### config.mk
export PLATFORM = sky130hd
export DESIGN_NAME = fp32_sub_seq
export DESIGN_NICKNAME = d
export VERILOG_FILES = /design/src/rtl/fp32_pkg.sv /design/src/rtl/fp32_align.sv /design/src/rtl/fp32_sub_seq.sv
export SDC_FILE = /design/constraint.sdc
export NUM_CORES = 1
export LEC_CHECK = 0
export BUFFER_PORTS_ARGS = -buffer_cell sky130_fd_sc_hd__buf_2
export CAP_MARGIN = 30
export CORE_UTILIZATION = 40
export DETAILED_ROUTE_END_ITERATION = 8
export SLEW_MARGIN = 30
export SYNTH_ARGS = -nofsm -noshare
export SYNTH_HDL_FRONTEND = slang
export SYNTH_HIERARCHICAL = 1
export SYNTH_SLANG_ARGS = --single-unit
### constraint.sdc
create_clock -name clk -period 12.7 [get_ports clk]
set_input_delay 3.175 -clock clk [delete_from_list [all_inputs] [get_ports clk]]
set_output_delay 3.175 -clock clk [all_outputs]
set_load 0.05 [all_outputs]
### src/rtl/fp32_pkg.sv
// Shared FP32 definitions for the sequential subtractor datapath.
// Holds the field widths, the saturation constants, the FSM state encoding
// and the bundle passed from the alignment stage to the top-level FSM.
package fp32_pkg;

  localparam int unsigned EXP_W   = 8;
  localparam int unsigned MANT_W  = 23;
  localparam int unsigned BIAS    = 127;
  localparam int unsigned EXP_MAX = 255;

  localparam logic [31:0] QNAN = 32'h7FC0_0000;

  typedef enum logic [2:0] {
    IDLE,
    ALIGN,
    ADD,
    NORM,
    DONE
  } state_t;

  // Output of the alignment stage. X is the operand with the larger
  // magnitude; mant_y is already shifted into X's exponent frame.
  typedef struct packed {
    logic              special;
    logic [31:0]       special_res;
    logic              sign_x;
    logic              sub;
    logic [EXP_W-1:0]  exp_x;
    logic [MANT_W:0]   mant_x;
    logic [MANT_W:0]   mant_y;
  } align_t;

endpackage

### src/rtl/fp32_align.sv
// Combinational alignment stage of the FP32 subtractor.
// Compares magnitudes and swaps so X is the larger, inserts hidden bits
// (exponent 0 is flushed to zero), right-shifts Y by the exponent difference
// with truncation, and classifies NaN/infinity operands.
// Ports:
//   op_a  in  32  first addend (minuend)
//   op_b  in  32  second addend (subtrahend with sign already inverted)
//   al    out     aligned operands and special-case result
module fp32_align
  import fp32_pkg::*;
(
  input  logic [31:0] op_a,
  input  logic [31:0] op_b,
  output align_t      al
);

  logic             a_is_x;
  logic [31:0]      x;
  logic [31:0]      y;
  logic [EXP_W-1:0] exp_diff;
  logic [MANT_W:0]  mant_y_full;
  logic             nan_a, nan_b, inf_a, inf_b;

  always_comb begin
    // Ties pick op_a; either choice yields the same sum.
    a_is_x = (op_a[30:0] >= op_b[30:0]);
    x      = a_is_x ? op_a : op_b;
    y      = a_is_x ? op_b : op_a;

    exp_diff    = x[30:23] - y[30:23];
    mant_y_full = (y[30:23] != '0) ? {1'b1, y[22:0]} : '0;

    al.sign_x = x[31];
    al.sub    = x[31] ^ y[31];
    al.exp_x  = x[30:23];
    al.mant_x = (x[30:23] != '0) ? {1'b1, x[22:0]} : '0;
    al.mant_y = (exp_diff >= 8'd24) ? '0 : (mant_y_full >> exp_diff);

    nan_a = (&op_a[30:23]) && (op_a[22:0] != '0);
    nan_b = (&op_b[30:23]) && (op_b[22:0] != '0);
    inf_a = (&op_a[30:23]) && (op_a[22:0] == '0);
    inf_b = (&op_b[30:23]) && (op_b[22:0] == '0);

    al.special     = nan_a || nan_b || inf_a || inf_b;
    al.special_res = '0;
    if (nan_a || nan_b)
      al.special_res = QNAN;
    else if (inf_a && inf_b && (op_a[31] != op_b[31]))
      al.special_res = QNAN;
    else if (inf_a)
      al.special_res = {op_a[31], 8'hFF, 23'h0};
    else if (inf_b)
      al.special_res = {op_b[31], 8'hFF, 23'h0};
  end

endmodule

### src/rtl/fp32_sub_seq.sv
// Multi-cycle FP32 subtractor: result = a - b, truncating, denormals flushed.
// The subtrahend's sign is flipped on capture and the rest is an addition.
// The normalizer moves the sum one bit per cycle in NORM.
// Ports:
//   clk, rst             clock, synchronous active-high reset
//   a, b, in_valid       operands and their valid; in_ready high in IDLE only
//   result               FP32 difference
//   overflow             exponent saturated to 255 (inf/NaN result)
//   underflow            nonzero result flushed to zero
//   out_valid, out_ready result handshake
module fp32_sub_seq
  import fp32_pkg::*;
(
  input  logic        clk,
  input  logic        rst,
  input  logic [31:0] a,
  input  logic [31:0] b,
  input  logic        in_valid,
  output logic        in_ready,
  output logic [31:0] result,
  output logic        overflow,
  output logic        underflow,
  output logic        out_valid,
  input  logic        out_ready
);

  state_t state, state_next;

  logic [31:0]        op_a, op_b;
  align_t             al;
  logic               sign_r, sub_r;
  logic [MANT_W:0]    mant_x_r, mant_y_r;
  logic signed [9:0]  exp_r;
  logic [MANT_W+1:0]  sum_r;

  fp32_align u_align (
    .op_a (op_a),
    .op_b (op_b),
    .al   (al)
  );

  assign in_ready  = (state == IDLE) && !rst;
  assign out_valid = (state == DONE);

  always_comb begin
    state_next = state;
    case (state)
      IDLE:  if (in_valid) state_next = ALIGN;
      ALIGN: state_next = al.special ? DONE : ADD;
      ADD:   state_next = NORM;
      NORM: begin
        if (sum_r == '0)
          state_next = DONE;
        else if (sum_r[MANT_W+1] || !sum_r[MANT_W])
          state_next = NORM;
        else
          state_next = DONE;
      end
      DONE:  if (out_ready) state_next = IDLE;
      default: state_next = IDLE;
    endcase
  end

  always_ff @(posedge clk) begin
    if (rst) begin
      state     <= IDLE;
      result    <= '0;
      overflow  <= 1'b0;
      underflow <= 1'b0;
    end else begin
      state <= state_next;
      case (state)
        IDLE: begin
          if (in_valid) begin
            op_a <= a;
            op_b <= {~b[31], b[30:0]};
          end
        end
        ALIGN: begin
          if (al.special) begin
            result    <= al.special_res;
            overflow  <= 1'b1;
            underflow <= 1'b0;
          end
          sign_r   <= al.sign_x;
          sub_r    <= al.sub;
          exp_r    <= {2'b00, al.exp_x};
          mant_x_r <= al.mant_x;
          mant_y_r <= al.mant_y;
        end
        ADD: begin
          sum_r <= sub_r ? ({1'b0, mant_x_r} - {1'b0, mant_y_r})
                         : ({1'b0, mant_x_r} + {1'b0, mant_y_r});
        end
        NORM: begin
          if (sum_r == '0) begin
            result    <= '0;
            overflow  <= 1'b0;
            underflow <= 1'b0;
          end else if (sum_r[MANT_W+1]) begin
            sum_r <= sum_r >> 1;
            exp_r <= exp_r + 10'sd1;
          end else if (!sum_r[MANT_W]) begin
            sum_r <= sum_r << 1;
            exp_r <= exp_r - 10'sd1;
          end else if (exp_r >= 10'sd255) begin
            result    <= {sign_r, 8'hFF, 23'h0};
            overflow  <= 1'b1;
            underflow <= 1'b0;
          end else if (exp_r <= 10'sd0) begin
            result    <= {sign_r, 31'h0};
            overflow  <= 1'b0;
            underflow <= 1'b1;
          end else begin
            result    <= {sign_r, exp_r[7:0], sum_r[MANT_W-1:0]};
            overflow  <= 1'b0;
            underflow <= 1'b0;
          end
        end
        default: ;
      endcase
    end
  end

endmodule

* Yosys cells after proc, flatten, opt, wreduce, memory -nomap -nowiden
Cells that the tools add are included.
** Storage, ports and cells
- Register bits after elaboration :: 186
- Bits of input ports :: 68
- Output and inout bits :: 36
- Logic and storage cells :: 114
** Operators by class
- $add $sub $neg :: 5
- Magnitude comparators :: 4
- Equality and inequality tests :: 12
- Shifts and indexed selects :: 1
- Mux-type cells :: 43
- Bitwise logic cells :: 3
- Reduce and logical (&&, ||, !) cells :: 32
** Operators by type and width (number)
- $mux W32 :: 10
- $mux W24 :: 4
- $pmux W32 S2 :: 1
- $mux W31 :: 2
- $mux W25 :: 2
- $pmux W25 S2 :: 1
- $logic_not A23 Y1 :: 2
- $reduce_bool A23 Y1 :: 2
- $ge A31 B31 Y1 :: 1
- $mux W10 :: 3
- $add A24 B24 Y25 :: 1
- $logic_not A25 Y1 :: 1
- $sub A24 B24 Y25 :: 1
- $shr A24 B8 Y24 :: 1
- $pmux W10 S2 :: 1
- $reduce_and A8 Y1 :: 2
- $reduce_bool A8 Y1 :: 2
- $mux W3 :: 5
- $pmux W3 S5 :: 1
- $reduce_and A4 Y1 :: 3
- $mux W1 :: 11
- $add A10 B2 Y10 const B :: 1
- $ge A10 B9 Y1 const B :: 1
- $le A10 B1 Y1 const B :: 1
- 20 further kinds :: 40

* Depth between registers and ports, before layout
Gate-level depths: netlist of run 1.
- Depth after elaboration :: 8
- Gate-level depth with buffers :: 26
- Mapped depth without buffers :: 19

* Modules after synthesis
The synthesis of run 1 kept the hierarchy.
** Modules (own cells, without submodules)
- fp32_sub_seq :: times used 1, cells each 765, area each 8891.0 µm²
- fp32_align :: times used 1, cells each 641, area each 4139.0 µm²

* Worst setup path after synthesis of run 1
Ideal clock, no wire load.
- Kind :: input -> output
- From :: input rst
- To :: output in_ready
- Arrival :: 4.666 ns
- Data required time :: 9.525 ns
- Slack :: 4.859 ns
- Cell stages on the path :: 1
- Cell sequence :: nor4_1
** On the way
- Cells in the longest elaborated chain, start to end :: 2
** Ends and longest elaborated chain
- from (decl) :: RTL line fp32_sub_seq.sv:15 : input logic rst,
- $logic_not A1 Y1 :: RTL line fp32_sub_seq.sv:42 : assign in_ready = (state == IDLE) && !rst;
- $logic_and A1 B1 Y1 :: RTL line fp32_sub_seq.sv:42
- to (decl) :: RTL line fp32_sub_seq.sv:19 : output logic in_ready,
No other way between the ends.

* Final worst setup path of run 1
Same ends and word-level chain as after synthesis.

==> metrics.txt, run 1 <==
Core Util, Final 0.448; post-route clock period utilization 0.579; unrepaired setup endpoints after global routing no; area leader, netlist edfxtp_1; WL final roughly 33000 µm; largest net degree at the start of global routing between 60 and 70; Slew Viols, Final 0; clock latency at the later pin of the worst-skew pair 0.45 ns; Seq pwr share 0.426; height of the die 182 µm; RR Startpoint op_b[27]; Design Power 1750 µW; initial antenna violation count 0; initial DRC count 1017; cell leakage power 0.00551 µW; vias in the first global route 10000; main flop type after synthesis edfxtp_1; sw frac 0.343; multi-input logic area 0.00709 mm²; switching power 600 µW; Worst Hold Launch result[11]; cell repeated most along the worst path buf_2; skew final around 0.012 ns; sequential cell area 0.00522 mm²; layout cells sized above 1 0.148; top post-synthesis cells by area edfxtp_1 34%, ha_1 6.2%, dfxtp_1 5.7%; Power per Cell Area 123 mW/mm²; maximum vdd drop 103 µV; Final Wtd Congestion just under 0.9; Worst slew margin 0.312; final antenna-violating net count 0; leading cell types in the layout, fill and taps excluded 176 x nand2_1, 149 x edfxtp_1, 122 x a21oi_1; Worst EP required roughly 9.5 ns; Fin. Hold Viols 0; Gate Count Post-Synth 1406; hold endpoint result[11]; DR pass1 iterations 6; mapped cell area 0.0130 mm²; hold path cells 2; setup_tns 0 ns; Clock Pin Slew Worst Setup and Hold Paths 0.07 ns; # H-tree levels 4; layout filler cell count 3100; Tmin final 7.35 ns; CTS sink cnt 186; Port Buf Inserts about 100; slowest stage delay, CP roughly 0.33 ns; Top Ports 104; setup repair bufs after CTS 0; die area 0.0333 mm²; number of synthesized flops with an enable pin 149; Cell Rows 65; Max Clk Rate 136 MHz; clock power share 0.291; Max stage delay cell, worst path nor4_1; first-pass GRT wire length 53900 µm; flops & latches, synth 186; Initial Utilization 0.410; Synth cell types 86; HPWL Detailed 24500 µm; R2R setup slack 5.98 ns; xor/xnor share of the synthesized area 0.0402; R2R depth 18; Avg Inst Size Synth 9.27 µm²; startpoint types input pin; dpl ws 5.35 ns; post-synthesis mux area share 0.0425; Worst R2R End mant_y_r[0]; top cell type's share of synthesized area 0.343; Arrival @ worst endpoint 4.17 ns; Overflow after GRT 0; core area between 0.03 and 0.04 mm²; wire per inst about 18 µm; CTS Buffer Depth 2; Layout area overhead 9.43%; Min-Delay Path Class register to register; Compound-Gate Fraction of Synth Area 0.209; Pint 1150 µW; status finished clean; number of setup violations in the final report 0; Ys Warns 6; Total GRT Usage 0.204; largest fanout on the critical path 40; commonest non-fill, non-tap cell in the layout nand2_1; Hold Buf Count CTS 0; Die W 182 µm; post-synthesis simple-gate area fraction 0.177; # nets final 1588; clock root buffer clkbuf_16; DRC 0; Logic pwr share 0.283; cts repair resizes 0; n_diodes 0; final worst-path setup slack 5.35 ns; main combinational cell family by area after synthesis compound AO/OA/AOI/OAI gates; CP Class input pin to primary output; CTS tree done; Vias 10800; ys async rst share 0; Tightest Pin Transition roughly 1.0 ns; Vias/cell 5.66; register area share after synthesis 0.400; CTS buffer count 17; max cap viols 0; crit path cell chain buf_2 -> nor4_1 -> buf_2; area share of fa/ha/maj cells after synthesis 0.0655; CP Capture Type primary output
-- through the flow --
stage	instance area (µm²)	instances	hold WS, ns
4_1_cts	14300	1901	0.490
3_3_place_gp	13700	1868	0.476
3_5_place_dp	13700	1869	0.476
2_1_floorplan	13100	1427	0.476
6_report	14300	1901	0.486
5_1_grt	14300	1901	0.504
-- area by class of cell --
class,count,share of cell area
multi-input cells,1070,0.497
flip-flops and latches,186,0.366
repair buffers,118,0.0443
well taps,435,0.0382
clock buffers,17,0.0298
inverters,60,0.0158
clock inverters,15,0.00913
-- worst max-delay path, delay by kind of cell --
| family | cells | cell delay [ns] |
|---|---|---|
| and+or+nand+nor | 1 | 0.33 |
| buffers and inverters | 2 | 0.65 |
-- flip-flops by register name, indices dropped and copies added, names as in the netlist, 3 cells and up --
name and count:
result 32, op_a 32, op_b 32, mant_x_r 24, state 3, mant_y_r 24
exp_r 10, sum_r 25
-- worst max path at each step --
stage	from	to	slack [ns]	cells after the start
2_1_floorplan	rst	in_ready	4.86	1
3_3_place_gp	rst	in_ready	5.37	3
3_5_place_dp	rst	in_ready	5.35	3
4_1_cts	rst	in_ready	5.35	3
5_1_grt	rst	in_ready	5.23	3
6_report	rst	in_ready	5.35	3
-- metal layers --
| metal | track usage | wire [µm] | vias up |
|---|---|---|---|
| li1 | - | - | 5310 |
| met1 | 0.286 | 15700 | 5058 |
| met2 | 0.320 | 15200 | 374 |
| met3 | 0.0375 | 2090 | 21 |
| met4 | 0.0568 | 317 | 0 |
| met5 | 0 | 0 | - |
-- cell families after synthesis --
group | Yosys count
AOI/OAI and AO/OA | 388
adders and majority gates | 67
xor gates and xnor gates | 59
and+or+nand+nor | 493
DFF | 186
buffers and inverters | 171
other | 1
muxes | 41
-- cell usage after synthesis (8+ instances only) --
cell type and n:
xnor2_1 33, a221oi_2 21, dfxtp_1 37, edfxtp_1 149
a22oi_1 19, nand2b_1 8, mux2i_1 28, nor2b_1 10
buf_1 9, buf_6 8, a31oi_1 17, a221oi_1 26
xor2_1 25, nor3_1 62, ha_1 65, o22ai_1 10
o21ai_0 61, nor2_1 118, a21o_1 11, nor4_1 26
buf_4 35, a211oi_1 11, buf_2 11, o211ai_1 13
a21oi_1 122, mux4_2 10, nand3_1 27, and3_1 10
nand2_1 177, nand4_1 17, clkbuf_1 48, inv_1 60
-- power groups by stage --
stage          registers (µW)  clock network (µW)  logic (µW)
5_1_grt                   750                 552         547
4_1_cts                   745                 525         490
3_3_place_gp              758                   0         483
2_1_floorplan             757                   0         376
6_report                  746                 510         495
3_5_place_dp              759                   0         487
Note: power is estimated with default switching activity, not from simulation.
==> run 2: changes to the inputs <==
- ABC_AREA: unset -> 1
- clock period: 12.7 -> 6.15 ns (I/O delays scaled with it)
==> run 2 against run 1 <==
- synthesized area grew 12%
- final cell count grew 39%
- setup slack lost 4.0 ns
- the run now ends with DRC left
- first-iteration DRC count shrank 6.0%
==> metrics.txt, run 2 <==
maximum vdd drop 313 µV (was 103 µV); clock latency at the later pin of the worst-skew pair 0.45 ns (about the same); count leader, synth nand2_1 (unchanged); ys async rst share 0 (unchanged); Avg Inst Size Synth 6.92 µm² (was 9.27 µm²); cell repeated most along the worst path nand2_2 (was buf_2); Arrival @ worst endpoint 5.08 ns (was 4.17 ns); DRC 2 (was 0); startpoint types register (was input pin); layout cells sized above 1 0.100 (was 0.148); Clock Pin Slew Worst Setup and Hold Paths 0.07 ns (about the same); WL final 41000 µm (was 33400 µm); flops & latches, synth 186 (unchanged); area leader, netlist edfxtp_1 (unchanged); synth cell count leaders 661 x nand2_1, 264 x inv_1, 245 x nor2_1 (was 177 x nand2_1, 149 x edfxtp_1, 122 x a21oi_1); CTS Buffer Depth 2 (unchanged); Min-Delay Path Class register to register (unchanged); Final Wtd Congestion 0.939 (was 0.880); Total GRT Usage 0.219 (was 0.204); Max stage delay cell, worst path nand2_4 (was nor4_1); Overflow after GRT 0 (unchanged); die area 0.0374 mm² (was 0.0333 mm²); core area 0.0358 mm² (was 0.0318 mm²); CP Class register to register (was input pin to primary output); number of setup violations in the final report 0 (unchanged); initial DRC count 956 (was 1017); leading cell types in the layout, fill and taps excluded 659 x nand2_1, 264 x inv_1, 243 x nor2_1 (was 176 x nand2_1, 149 x edfxtp_1, 122 x a21oi_1); CTS sink cnt 186 (unchanged); largest fanout on the critical path 68 (was 40); Worst EP required 6.43 ns (was 9.52 ns); CP Capture Type register (was primary output); Gate Count Post-Synth 2116 (was 1406); largest net degree at the start of global routing 69 (was 65); commonest non-fill, non-tap cell in the layout nand2_1 (unchanged); # nets final 2294 (was 1588); biggest regs op_a x32, op_b x32, result x32 (unchanged); # H-tree levels 4 (unchanged); skew final 0.0162 ns (was 0.0119 ns); Synth cell types 56 (was 86); Vias 13600 (was 10800); status complete, but fails checks (was finished clean); vias in the first global route 12400 (was 10000); Top Ports 104 (unchanged); Fin. Hold Viols 0 (unchanged); Die W 193 µm (was 182 µm); Tightest Pin Transition 0.896 ns (was 1.03 ns); Initial Utilization 0.409 (was 0.410); crit path cell chain ha_1 -> nand2_1 -> nor2_1 -> nand4_1 -> nor2_1 -> nand2_2 -> nand2_4 -> nand2_1 -> nand2_1 -> nand2_2 -> ha_1 -> inv_1 -> nand2_2 -> nand2_1 -> nand4_1 -> nand2_2 -> inv_2 -> nor2_4 -> nand3_2 -> inv_2 -> nand2_2 -> a31oi_2 (was buf_2 -> nor4_1 -> buf_2); height of the die 193 µm (was 182 µm); initial antenna violation count 2 (was 0); Design Power 3860 µW (was 1750 µW); setup_tns 0 ns (unchanged); CTS buffer count 17 (unchanged); DR pass1 iterations 7 (was 6); Vias/cell 5.17 (was 5.66); top cell type's share of synthesized area 0.305 (was 0.343); Worst slew margin 0.399 (was 0.312); Cell Rows 69 (was 65); cts repair resizes 0 (unchanged); clock root buffer clkbuf_16 (unchanged); top post-synthesis cells by area edfxtp_1 31%, nand2_1 17%, inv_1 6.8% (was edfxtp_1 34%, ha_1 6.2%, dfxtp_1 5.7%); n_diodes 0 (unchanged); Layout area overhead 8.29% (was 9.43%); register area share after synthesis 0.356 (was 0.400); Port Buf Inserts 103 (unchanged); number of synthesized flops with an enable pin 149 (unchanged); unrepaired setup endpoints after global routing no (unchanged); layout filler cell count 3736 (was 3100); CTS tree done (unchanged); mapped cell area 0.0146 mm² (was 0.0130 mm²); cell leakage power 0.00765 µW (was 0.00551 µW); Ys Warns 6 (unchanged); slowest stage delay, CP 0.53 ns (was 0.33 ns); main flop type after synthesis edfxtp_1 (unchanged); post-route clock period utilization 0.781; Tmin final 4.80 ns; failing checks DRC; Max Clk Rate 208 MHz; Slew Viols, Final 0 (unchanged); setup repair bufs after CTS 0 (unchanged); Hold Buf Count CTS 0 (unchanged); Power per Cell Area 244 mW/mm² (was 123 mW/mm²); wire per inst 15.6 µm (was 17.6 µm); max cap viols 0 (unchanged); first-pass GRT wire length 65400 µm (was 53900 µm); HPWL Detailed 31900 µm (was 24500 µm); final antenna-violating net count 0 (unchanged)
## run 2: changes by cell type after synthesis, sizes merged, moves of 19 or more
cell	change
nand4	+79
nand2	+503
a221oi	-44
nand3	+142
nor2	+134
inv	+216
xnor2	-19
mux2i	-28
a21oi	-62
nor3	-46
## run 2: area by class of cell
class | instances | area (µm²) | share of cell area
clock buffers | 18 | 429 | 0.0271
clock inverters | 14 | 148 | 0.00931
inverters | 279 | 1050 | 0.0660
multi-input cells | 1558 | 7830 | 0.493
flip-flops and latches | 186 | 5220 | 0.329
well taps | 461 | 577 | 0.0364
repair buffers | 117 | 621 | 0.0391
## run 2: cell families (layout without fill, tap and decap cells)
group / after synthesis / after routing / share of synthesized area
AO/OA/AOI/OAI: 186 / 186 / 0.0751
other: 1 / 22 / 0.000256
AND/OR/NAND/NOR: 1251 / 1251 / 0.373
buffers and inverters: 393 / 428 / 0.118
adder cells (fa/ha/maj): 67 / 67 / 0.0583
XOR/XNOR: 32 / 32 / 0.0196
flip-flops: 186 / 186 / 0.356
## run 2: path summary, 6_finish.rpt
kind | cells past startpoint | start | slack [ns] | end
setup / recovery | 22 | op_a[30] | 1.35 | mant_y_r[15]
setup reg to reg | 22 | op_a[30] | 1.35 | mant_y_r[15]
hold reg to reg | 2 | underflow | 0.49 | underflow
hold / removal | 2 | underflow | 0.49 | underflow
## run 2: metal layers
metal	track usage	vias to the layer above	wire (µm)
met2	0.359	405	19100
met4	0.0729	4	928
li1	-	6949	-
met5	0	-	32
met3	0.0350	61	2050
met1	0.293	6195	18900
## run 2: worst max-delay path: cells and delay by family, from the launching register on
kind / cells / cell delay (ns)
buffers and inverters: 3 / 0.40
AO/OA/AOI/OAI: 1 / 0.16
adder cells (fa/ha/maj): 2 / 0.63
AND/OR/NAND/NOR: 16 / 2.95
flip-flops: 1 / 0.45
## run 2: metrics by stage
step,cells,hold slack [ns],util,area [µm²],setup WS [ns]
2_1_floorplan,2137,0.498,-,14700,0.795
3_3_place_gp,2601,0.464,0.427,15300,1.44
3_5_place_dp,2601,0.482,0.427,15300,1.43
4_1_cts,2633,0.498,0.443,15900,1.40
5_1_grt,2633,0.510,0.443,15900,0.938
6_report,2633,0.489,0.443,15900,1.35
## run 2: power by group
part           internal [µW]  leakage (µW)  total (µW)  switching [µW]
Clock                    601      0.000279        1100             498
Sequential              1460       0.00167        1530            65.4
Combinational            383       0.00570        1230             852
Total                   2450       0.00765        3860            1420
